**src/rtl/alu_muldiv_controller_if.sv**
```systemverilog
// Request/response bundle between the instruction decoder and the multiply/divide controller.
// The master drives the decoded fields and operands; the slave returns opcode, status and result.
interface alu_muldiv_controller_if #(
  parameter int XLEN = 32
);
  logic [1:0]      ALUOp;
  logic [6:0]      Funct7;
  logic [2:0]      Funct3;
  logic [XLEN-1:0] SrcA;
  logic [XLEN-1:0] SrcB;
  logic            in_valid;
  logic            in_ready;
  logic [3:0]      Operation;
  logic            md_op;
  logic            out_valid;
  logic            out_ready;
  logic [XLEN-1:0] md_result;
  logic            busy;

  modport master (
    output ALUOp, Funct7, Funct3, SrcA, SrcB, in_valid, out_ready,
    input  in_ready, Operation, md_op, out_valid, md_result, busy
  );

  modport slave (
    input  ALUOp, Funct7, Funct3, SrcA, SrcB, in_valid, out_ready,
    output in_ready, Operation, md_op, out_valid, md_result, busy
  );
endinterface

```
**src/rtl/alu_muldiv_controller.sv**
```systemverilog
// ALU control decoder plus an iterative multiply/divide unit (shift-add multiply,
// restoring divide, one bit per cycle) behind a valid/ready handshake.
module alu_muldiv_controller #(
  parameter int XLEN = 32
) (
  input logic                clk,
  input logic                reset,
  alu_muldiv_controller_if.slave bus
);

  localparam int CW = $clog2(XLEN) + 1;
  localparam int W2 = 2 * XLEN;

  typedef enum logic [1:0] {IDLE, EXEC, DONE} state_t;

  state_t          state_q, state_nxt;
  logic [CW-1:0]   cnt_q;
  logic [XLEN-1:0] res_q;

  // captured request
  logic [2:0]      f3_q;
  logic            is_div_q;
  logic            a_neg_q;
  logic            b_neg_q;
  logic            div0_q;
  logic            ovf_q;
  logic [XLEN-1:0] a_raw_q;
  logic [XLEN-1:0] ma_q;
  logic [XLEN-1:0] mb_q;
  logic [W2-1:0]   prod_q;
  logic [XLEN-1:0] rem_q;
  logic [XLEN-1:0] quo_q;

  logic            md_op_w;
  logic [3:0]      op_w;
  logic            accept;
  logic            last;

  function automatic logic [W2-1:0] neg_wide(input logic [W2-1:0] v, input logic n);
    return n ? -v : v;
  endfunction

  function automatic logic [XLEN-1:0] neg_word(input logic [XLEN-1:0] v, input logic n);
    return n ? -v : v;
  endfunction

  always_comb begin
    md_op_w = (bus.ALUOp == 2'b10) && (bus.Funct7 == 7'b0000001);
    op_w    = 4'b0010;
    if (bus.ALUOp == 2'b00) begin
      op_w = 4'b0010;
    end else if (bus.ALUOp == 2'b01) begin
      op_w = 4'b0110;
    end else if (md_op_w) begin
      op_w = 4'b0010;
    end else begin
      case (bus.Funct3)
        3'b000: op_w = (bus.ALUOp == 2'b10 && bus.Funct7 == 7'b0100000) ? 4'b0110 : 4'b0010;
        3'b001: op_w = 4'b0011;
        3'b010: op_w = 4'b0111;
        3'b011: op_w = 4'b1111;
        3'b100: op_w = 4'b1100;
        3'b101: op_w = (bus.Funct7 == 7'b0100000) ? 4'b1010 : 4'b1000;
        3'b110: op_w = 4'b0001;
        default: op_w = 4'b0000;
      endcase
    end
  end

  assign bus.md_op     = md_op_w;
  assign bus.Operation = op_w;

  assign accept = (state_q == IDLE) && bus.in_valid && md_op_w && !reset;
  assign last   = (state_q == EXEC) && (cnt_q == CW'(XLEN - 1));

  // Operand conditioning: which sources are signed depends on funct3.
  logic                   a_sgn_w, b_sgn_w, a_neg_w, b_neg_w;
  logic signed [XLEN-1:0] sa_w, sb_w;
  logic [XLEN-1:0]        ma_w, mb_w;

  always_comb begin
    sa_w    = bus.SrcA;
    sb_w    = bus.SrcB;
    a_sgn_w = (bus.Funct3 == 3'b001) || (bus.Funct3 == 3'b010) ||
              (bus.Funct3 == 3'b100) || (bus.Funct3 == 3'b110);
    b_sgn_w = (bus.Funct3 == 3'b001) || (bus.Funct3 == 3'b100) || (bus.Funct3 == 3'b110);
    a_neg_w = a_sgn_w && (sa_w < 0);
    b_neg_w = b_sgn_w && (sb_w < 0);
    ma_w    = neg_word(bus.SrcA, a_neg_w);
    mb_w    = neg_word(bus.SrcB, b_neg_w);
  end

  // One iteration of each algorithm, plus the sign-corrected result of the final one.
  logic [XLEN:0]   mul_sum, div_sh, div_diff;
  logic [W2-1:0]   prod_nxt, prod_fix;
  logic [XLEN-1:0] rem_nxt, quo_nxt, q_fix, r_fix, mul_res, div_res, final_res;

  always_comb begin
    mul_sum  = {1'b0, prod_q[W2-1:XLEN]} + (prod_q[0] ? {1'b0, ma_q} : {(XLEN+1){1'b0}});
    prod_nxt = {mul_sum, prod_q[XLEN-1:1]};

    div_sh   = {rem_q, quo_q[XLEN-1]};
    div_diff = div_sh - {1'b0, mb_q};
    if (!div_diff[XLEN]) begin
      rem_nxt = div_diff[XLEN-1:0];
      quo_nxt = {quo_q[XLEN-2:0], 1'b1};
    end else begin
      rem_nxt = div_sh[XLEN-1:0];
      quo_nxt = {quo_q[XLEN-2:0], 1'b0};
    end

    prod_fix = neg_wide(prod_nxt, a_neg_q ^ b_neg_q);
    mul_res  = (f3_q == 3'b000) ? prod_fix[XLEN-1:0] : prod_fix[W2-1:XLEN];

    q_fix = neg_word(quo_nxt, a_neg_q ^ b_neg_q);
    r_fix = neg_word(rem_nxt, a_neg_q);
    if (div0_q) begin
      q_fix = {XLEN{1'b1}};
      r_fix = a_raw_q;
    end else if (ovf_q) begin
      q_fix = a_raw_q;
      r_fix = '0;
    end
    div_res   = f3_q[1] ? r_fix : q_fix;
    final_res = is_div_q ? div_res : mul_res;
  end

  always_ff @(posedge clk) begin
    if (reset) state_q <= IDLE;
    else       state_q <= state_nxt;
  end

  always_comb begin
    state_nxt = state_q;
    case (state_q)
      IDLE:    if (bus.in_valid && md_op_w) state_nxt = EXEC;
      EXEC:    if (last) state_nxt = DONE;
      DONE:    if (bus.out_ready) state_nxt = IDLE;
      default: state_nxt = IDLE;
    endcase
  end

  always_comb begin
    bus.in_ready  = (state_q == IDLE);
    bus.out_valid = (state_q == DONE);
    bus.busy      = (state_q != IDLE);
  end

  assign bus.md_result = res_q;

  always_ff @(posedge clk) begin
    if (reset) begin
      cnt_q <= '0;
      res_q <= '0;
    end else begin
      if (accept)                 cnt_q <= '0;
      else if (state_q == EXEC)   cnt_q <= cnt_q + CW'(1);
      if (last)                   res_q <= final_res;
    end
  end

  // Datapath registers: no reset needed, everything is reloaded on acceptance.
  always_ff @(posedge clk) begin
    if (accept) begin
      f3_q     <= bus.Funct3;
      is_div_q <= bus.Funct3[2];
      a_neg_q  <= a_neg_w;
      b_neg_q  <= b_neg_w;
      a_raw_q  <= bus.SrcA;
      div0_q   <= bus.Funct3[2] && (bus.SrcB == '0);
      ovf_q    <= (bus.Funct3 == 3'b100 || bus.Funct3 == 3'b110) &&
                  (bus.SrcA == {1'b1, {(XLEN-1){1'b0}}}) && (bus.SrcB == {XLEN{1'b1}});
      ma_q     <= ma_w;
      mb_q     <= mb_w;
      prod_q   <= {{XLEN{1'b0}}, mb_w};
      rem_q    <= '0;
      quo_q    <= ma_w;
    end else if (state_q == EXEC) begin
      prod_q <= prod_nxt;
      rem_q  <= rem_nxt;
      quo_q  <= quo_nxt;
    end
  end

endmodule

```
**src/flat_wrapper.sv**
```systemverilog
// flat-port wrapper written by rule: the top's interface ports become plain ports
module alu_muldiv_controller_flat 
#(
  parameter int XLEN = 32
)
  (clk, reset, bus_ALUOp, bus_Funct7, bus_Funct3, bus_SrcA, bus_SrcB, bus_in_valid, bus_out_ready, bus_in_ready, bus_Operation, bus_md_op, bus_out_valid, bus_md_result, bus_busy);
  alu_muldiv_controller_if #(.XLEN(XLEN)) bus_i ();
  input logic clk;
  input logic reset;
  input wire logic [$bits(bus_i.ALUOp)-1:0] bus_ALUOp;
  input wire logic [$bits(bus_i.Funct7)-1:0] bus_Funct7;
  input wire logic [$bits(bus_i.Funct3)-1:0] bus_Funct3;
  input wire logic [$bits(bus_i.SrcA)-1:0] bus_SrcA;
  input wire logic [$bits(bus_i.SrcB)-1:0] bus_SrcB;
  input wire logic [$bits(bus_i.in_valid)-1:0] bus_in_valid;
  input wire logic [$bits(bus_i.out_ready)-1:0] bus_out_ready;
  output wire logic [$bits(bus_i.in_ready)-1:0] bus_in_ready;
  output wire logic [$bits(bus_i.Operation)-1:0] bus_Operation;
  output wire logic [$bits(bus_i.md_op)-1:0] bus_md_op;
  output wire logic [$bits(bus_i.out_valid)-1:0] bus_out_valid;
  output wire logic [$bits(bus_i.md_result)-1:0] bus_md_result;
  output wire logic [$bits(bus_i.busy)-1:0] bus_busy;
  assign bus_i.ALUOp = bus_ALUOp;
  assign bus_i.Funct7 = bus_Funct7;
  assign bus_i.Funct3 = bus_Funct3;
  assign bus_i.SrcA = bus_SrcA;
  assign bus_i.SrcB = bus_SrcB;
  assign bus_i.in_valid = bus_in_valid;
  assign bus_i.out_ready = bus_out_ready;
  assign bus_in_ready = bus_i.in_ready;
  assign bus_Operation = bus_i.Operation;
  assign bus_md_op = bus_i.md_op;
  assign bus_out_valid = bus_i.out_valid;
  assign bus_md_result = bus_i.md_result;
  assign bus_busy = bus_i.busy;
  alu_muldiv_controller #(.XLEN(XLEN)) u_core (.clk(clk), .reset(reset), .bus(bus_i));
endmodule
```
**config.mk**
```make
export PLATFORM = sky130hd
export DESIGN_NAME = alu_muldiv_controller_flat
export DESIGN_NICKNAME = d
export VERILOG_FILES = /design/src/rtl/alu_muldiv_controller_if.sv /design/src/rtl/alu_muldiv_controller.sv /design/src/flat_wrapper.sv
export SDC_FILE = /design/constraint.sdc
export NUM_CORES = 1
export LEC_CHECK = 0
export CELL_PAD_IN_SITES_DETAIL_PLACEMENT = 0
export CELL_PAD_IN_SITES_GLOBAL_PLACEMENT = 1
export CORE_MARGIN = 2
export CORE_UTILIZATION = 31
export CTS_CLUSTER_SIZE = 20
export DETAILED_ROUTE_END_ITERATION = 7
export PLACE_DENSITY = 0.7
export SETUP_SLACK_MARGIN = 0.4
export SLEW_MARGIN = 20
export SYNTH_ARGS = -nofsm -noshare
export SYNTH_HDL_FRONTEND = slang
export SYNTH_SLANG_ARGS = --single-unit
```
**constraint.sdc**
```tcl
create_clock -name clk -period 7.5 [get_ports clk]
set_clock_uncertainty 0.15 [all_clocks]
set_input_delay 2.25 -clock clk [delete_from_list [all_inputs] [get_ports clk]]
set_output_delay 2.25 -clock clk [all_outputs]
set_load 0.005 [all_outputs]
```
==> impl_metrics.json <==
{
  "critical_path.slowest_cell": "or4_1",
  "grt_max_degree": 127,
  "reg2reg_to": "u_core.bus.md_result[30]$_SDFFE_PP0P_",
  "worstSetupStartpointType": "input pin",
  "grt_pass1_vias": 18281,
  "min-delay-start": "u_core.bus.md_result[1]$_SDFFE_PP0P_",
  "hold_path.class": "flip-flop to flip-flop",
  "crit_fanout": 4,
  "die_y_um": 261,
  "cp_common_cell": "clkdlybuf4s50_1",
  "setup-violations-final": 0,
  "min_path_cells": 2,
  "dp.cells": 3276,
  "drive_gt1_share_pct": 7.32,
  "cts_setup_buffers": 0,
  "crit_chain": "clkdlybuf4s50_1, or4_1, nor2_1, and4b_1, nand2b_1, a21oi_1, nand2_1, clkdlybuf4s50_1",
  "end_kind": "output port",
  "grt_util_all_layers_pct": 22.3,
  "p_total_mw": 4.51,
  "remaining_drc_errors": 0,
  "reg2reg_depth": 21,
  "drt-wirelength-per-cell_um": 23.3,
  "layout_commonest_cell": "nand2_1",
  "syn_area_per_cell_sq_um": 8.52,
  "antenna_found_initial": 2,
  "postLayoutCoreUtil_pct": 36.1,
  "htreeDepth": 2,
  "arrival_ns": 4.39,
  "synth.distinct_cells": 90,
  "reg2reg_from": "u_core.quo_q[31]$_DFFE_PP_",
  "cts_sinks": 270,
  "clk_pin_slew_ns": 0.05,
  "rsz0062_at_grt": "false",
  "vias_per_cell": 5.83,
  "syn_inst": 2408,
  "async_flop_share_pct": 0,
  "fp.dieArea_sq_um": 68300,
  "final.setup.tns_ns": 0,
  "status": "finished, final reports clean",
  "slowest_delay_ns": 0.52,
  "antennaDiodeCount": 0,
  "grt_overflow": 0,
  "slew_headroom_pct": 21.6,
  "crit_type": "input pin to output port",
  "reg2reg_slack_ns": 1.46,
  "p_leak_nw": 8.55,
  "place.gp.congestion": 0.922,
  "stdcell_count": 3335,
  "syn_area_sq_um": 20500,
  "fmax_mhz": 147,
  "post-route-min-period_ns": 6.79,
  "placed_area_sq_um": 22500,
  "holdPathEnd": "u_core.bus.md_result[1]$_SDFFE_PP0P_",
  "dr.pass1.iters": 5,
  "ant_nets": 0,
  "maxCapViolCount": 0,
  "synthesis.nets": 2561,
  "clock_path_buffers": 3,
  "ctsResizeCount": 0,
  "ir_drop_mv": 0.128,
  "power_density_nw_per_um2": 191,
  "row_count": 94,
  "die-width_um": 261,
  "final_nets": 2601,
  "initial_core_util_pct": 31.3,
  "final-hold-violation-count": 0,
  "cp-startpoint": "bus_Funct7[3]",
  "clkLatencyLatePin_ns": 0.55,
  "root_buffer": "clkbuf_16",
  "synth_edf_count": 166,
  "pin_count": 120,
  "seq_area_frac_synth_pct": 34.4,
  "final_cell_mix": "225 x nand2_1, 204 x nor2_1, 174 x a21oi_1",
  "dp_hpwl_um": 60100,
  "final_cell_area_sq_um": 23700,
  "worst_pin_slew_ns": 1.17,
  "drt_iter0_drc": 1999,
  "yosys_most_used_dff": "edfxtp_1",
  "cts_made_buffers": 34,
  "area_growth_pct": 15.3,
  "cts_tree": "yes",
  "crit_required_ns": 5.10,
  "path_buf_inv": 2,
  "fp.coreArea_sq_um": 65600,
  "path_delay_family": "simple AND/OR/NAND/NOR gates",
  "grt_pass1_wl_um": 115000,
  "synth_seq_cells": 270,
  "ys_warn_count": 0,
  "finalCritPeriodShare_pct": 90.5,
  "place.port_buffers": 119,
  "slew_violations": 0,
  "hold_buffers": 0,
  "num_vias": 19441,
  "wl_um": 77700
}
==> worst min-delay path: cells and delay by family, from the launching register on <==
kind | cells | cell delay (ns)
DFF | 1 | 0.31
AOI/OAI and AO/OA | 1 | 0.05
and+or+nand+nor | 1 | 0.05
==> through the flow <==
step | hold WS [ns] | setup WS, ns
after global placement | 0.298 | 0.673
final | 0.312 | 0.712
after floorplan | 0.282 | 1.49
after detailed placement | 0.304 | 0.705
after CTS | 0.311 | 0.692
after global routing | 0.325 | 0.565
==> Yosys cell counts, types with 25 or more instances <==
cell type	instances	area, sq um
a211oi_1	39	293
a21o_1	30	225
a21oi_1	174	871
a31oi_1	38	238
and2_1	54	338
clkbuf_1	124	465
dfxtp_1	104	2080
edfxtp_1	166	4980
ha_1	71	888
inv_1	74	278
mux2_2	67	754
mux2i_1	40	400
nand2_1	225	845
nand2b_1	26	163
nand3_1	36	180
nand4_1	38	238
nor2_1	205	769
nor3_1	75	375
nor4_1	44	275
o211ai_1	34	255
o21ai_0	135	676
o22ai_1	32	200
o31ai_1	25	188
or3_1	36	225
xnor2_1	100	876
xor2_1	94	823
==> metal layers <==
metal | up-vias | wire, um | GRT usage [%]
met3 | 110 | 6460 | 4.25
met4 | 4 | 2430 | 7.26
li1 | 9114 | - | -
met1 | 9424 | 34700 | 31.4
met2 | 789 | 34100 | 34.3
met5 | - | 23 | 0
==> logic make-up (layout without fill, tap and decap cells) <==
family                   count (synthesis)  after routing  synth area share [%]
AND/OR/NAND/NOR                        847            847                  20.5
AO/OA/AOI/OAI                          698            698                  22.5
flip-flops                             270            270                  34.4
buffers and inverters                  217            280                  4.06
XOR/XNOR                               194            194                  8.28
multiplexers                           109            109                  5.74
adder cells (fa/ha/maj)                 73             73                  4.52
==> power breakdown <==
group	total (mW)	internal [mW]	switching, mW
Combinational	1.11	0.398	0.712
Clock	1.72	1.05	0.676
Sequential	1.68	1.63	0.0529
Total	4.51	3.07	1.44
==> how the worst max path moves through the flow <==
| stage | end | slack, ns | depth (start not counted) |
|---|---|---|---|
| global placement | bus_Operation[2] | 0.67 | 9 |
| floorplan | u_core.a_neg_q$_DFFE_PP_ | 1.49 | 8 |
| detailed placement | bus_Operation[2] | 0.70 | 9 |
| global route | bus_Operation[2] | 0.56 | 9 |
| finish | bus_Operation[1] | 0.71 | 8 |
| CTS | bus_Operation[2] | 0.69 | 9 |
==> state kept, by name (all words and copies together), names as in the netlist <==
name                  flops
u_core.a_neg_q            1
u_core.state_q            2
u_core.ma_q              32
u_core.div0_q             1
u_core.prod_q            64
u_core.bus.md_result     32
u_core.rem_q             32
u_core.f3_q               2
u_core.mb_q              32
u_core.cnt_q              6
u_core.b_neg_q            1
u_core.a_raw_q           31
u_core.ovf_q              1
u_core.quo_q             32
u_core.is_div_q           1
==> layout make-up <==
cell class	count	area (sq um)
fillers	6715	42000
multi-input cells	1921	12700
flip-flops and latches	270	7070
repair buffers	145	1430
well taps	864	1080
clock buffers	42	922
inverters	76	285
clock inverters	17	224
Power figures use the tool's default switching activity.
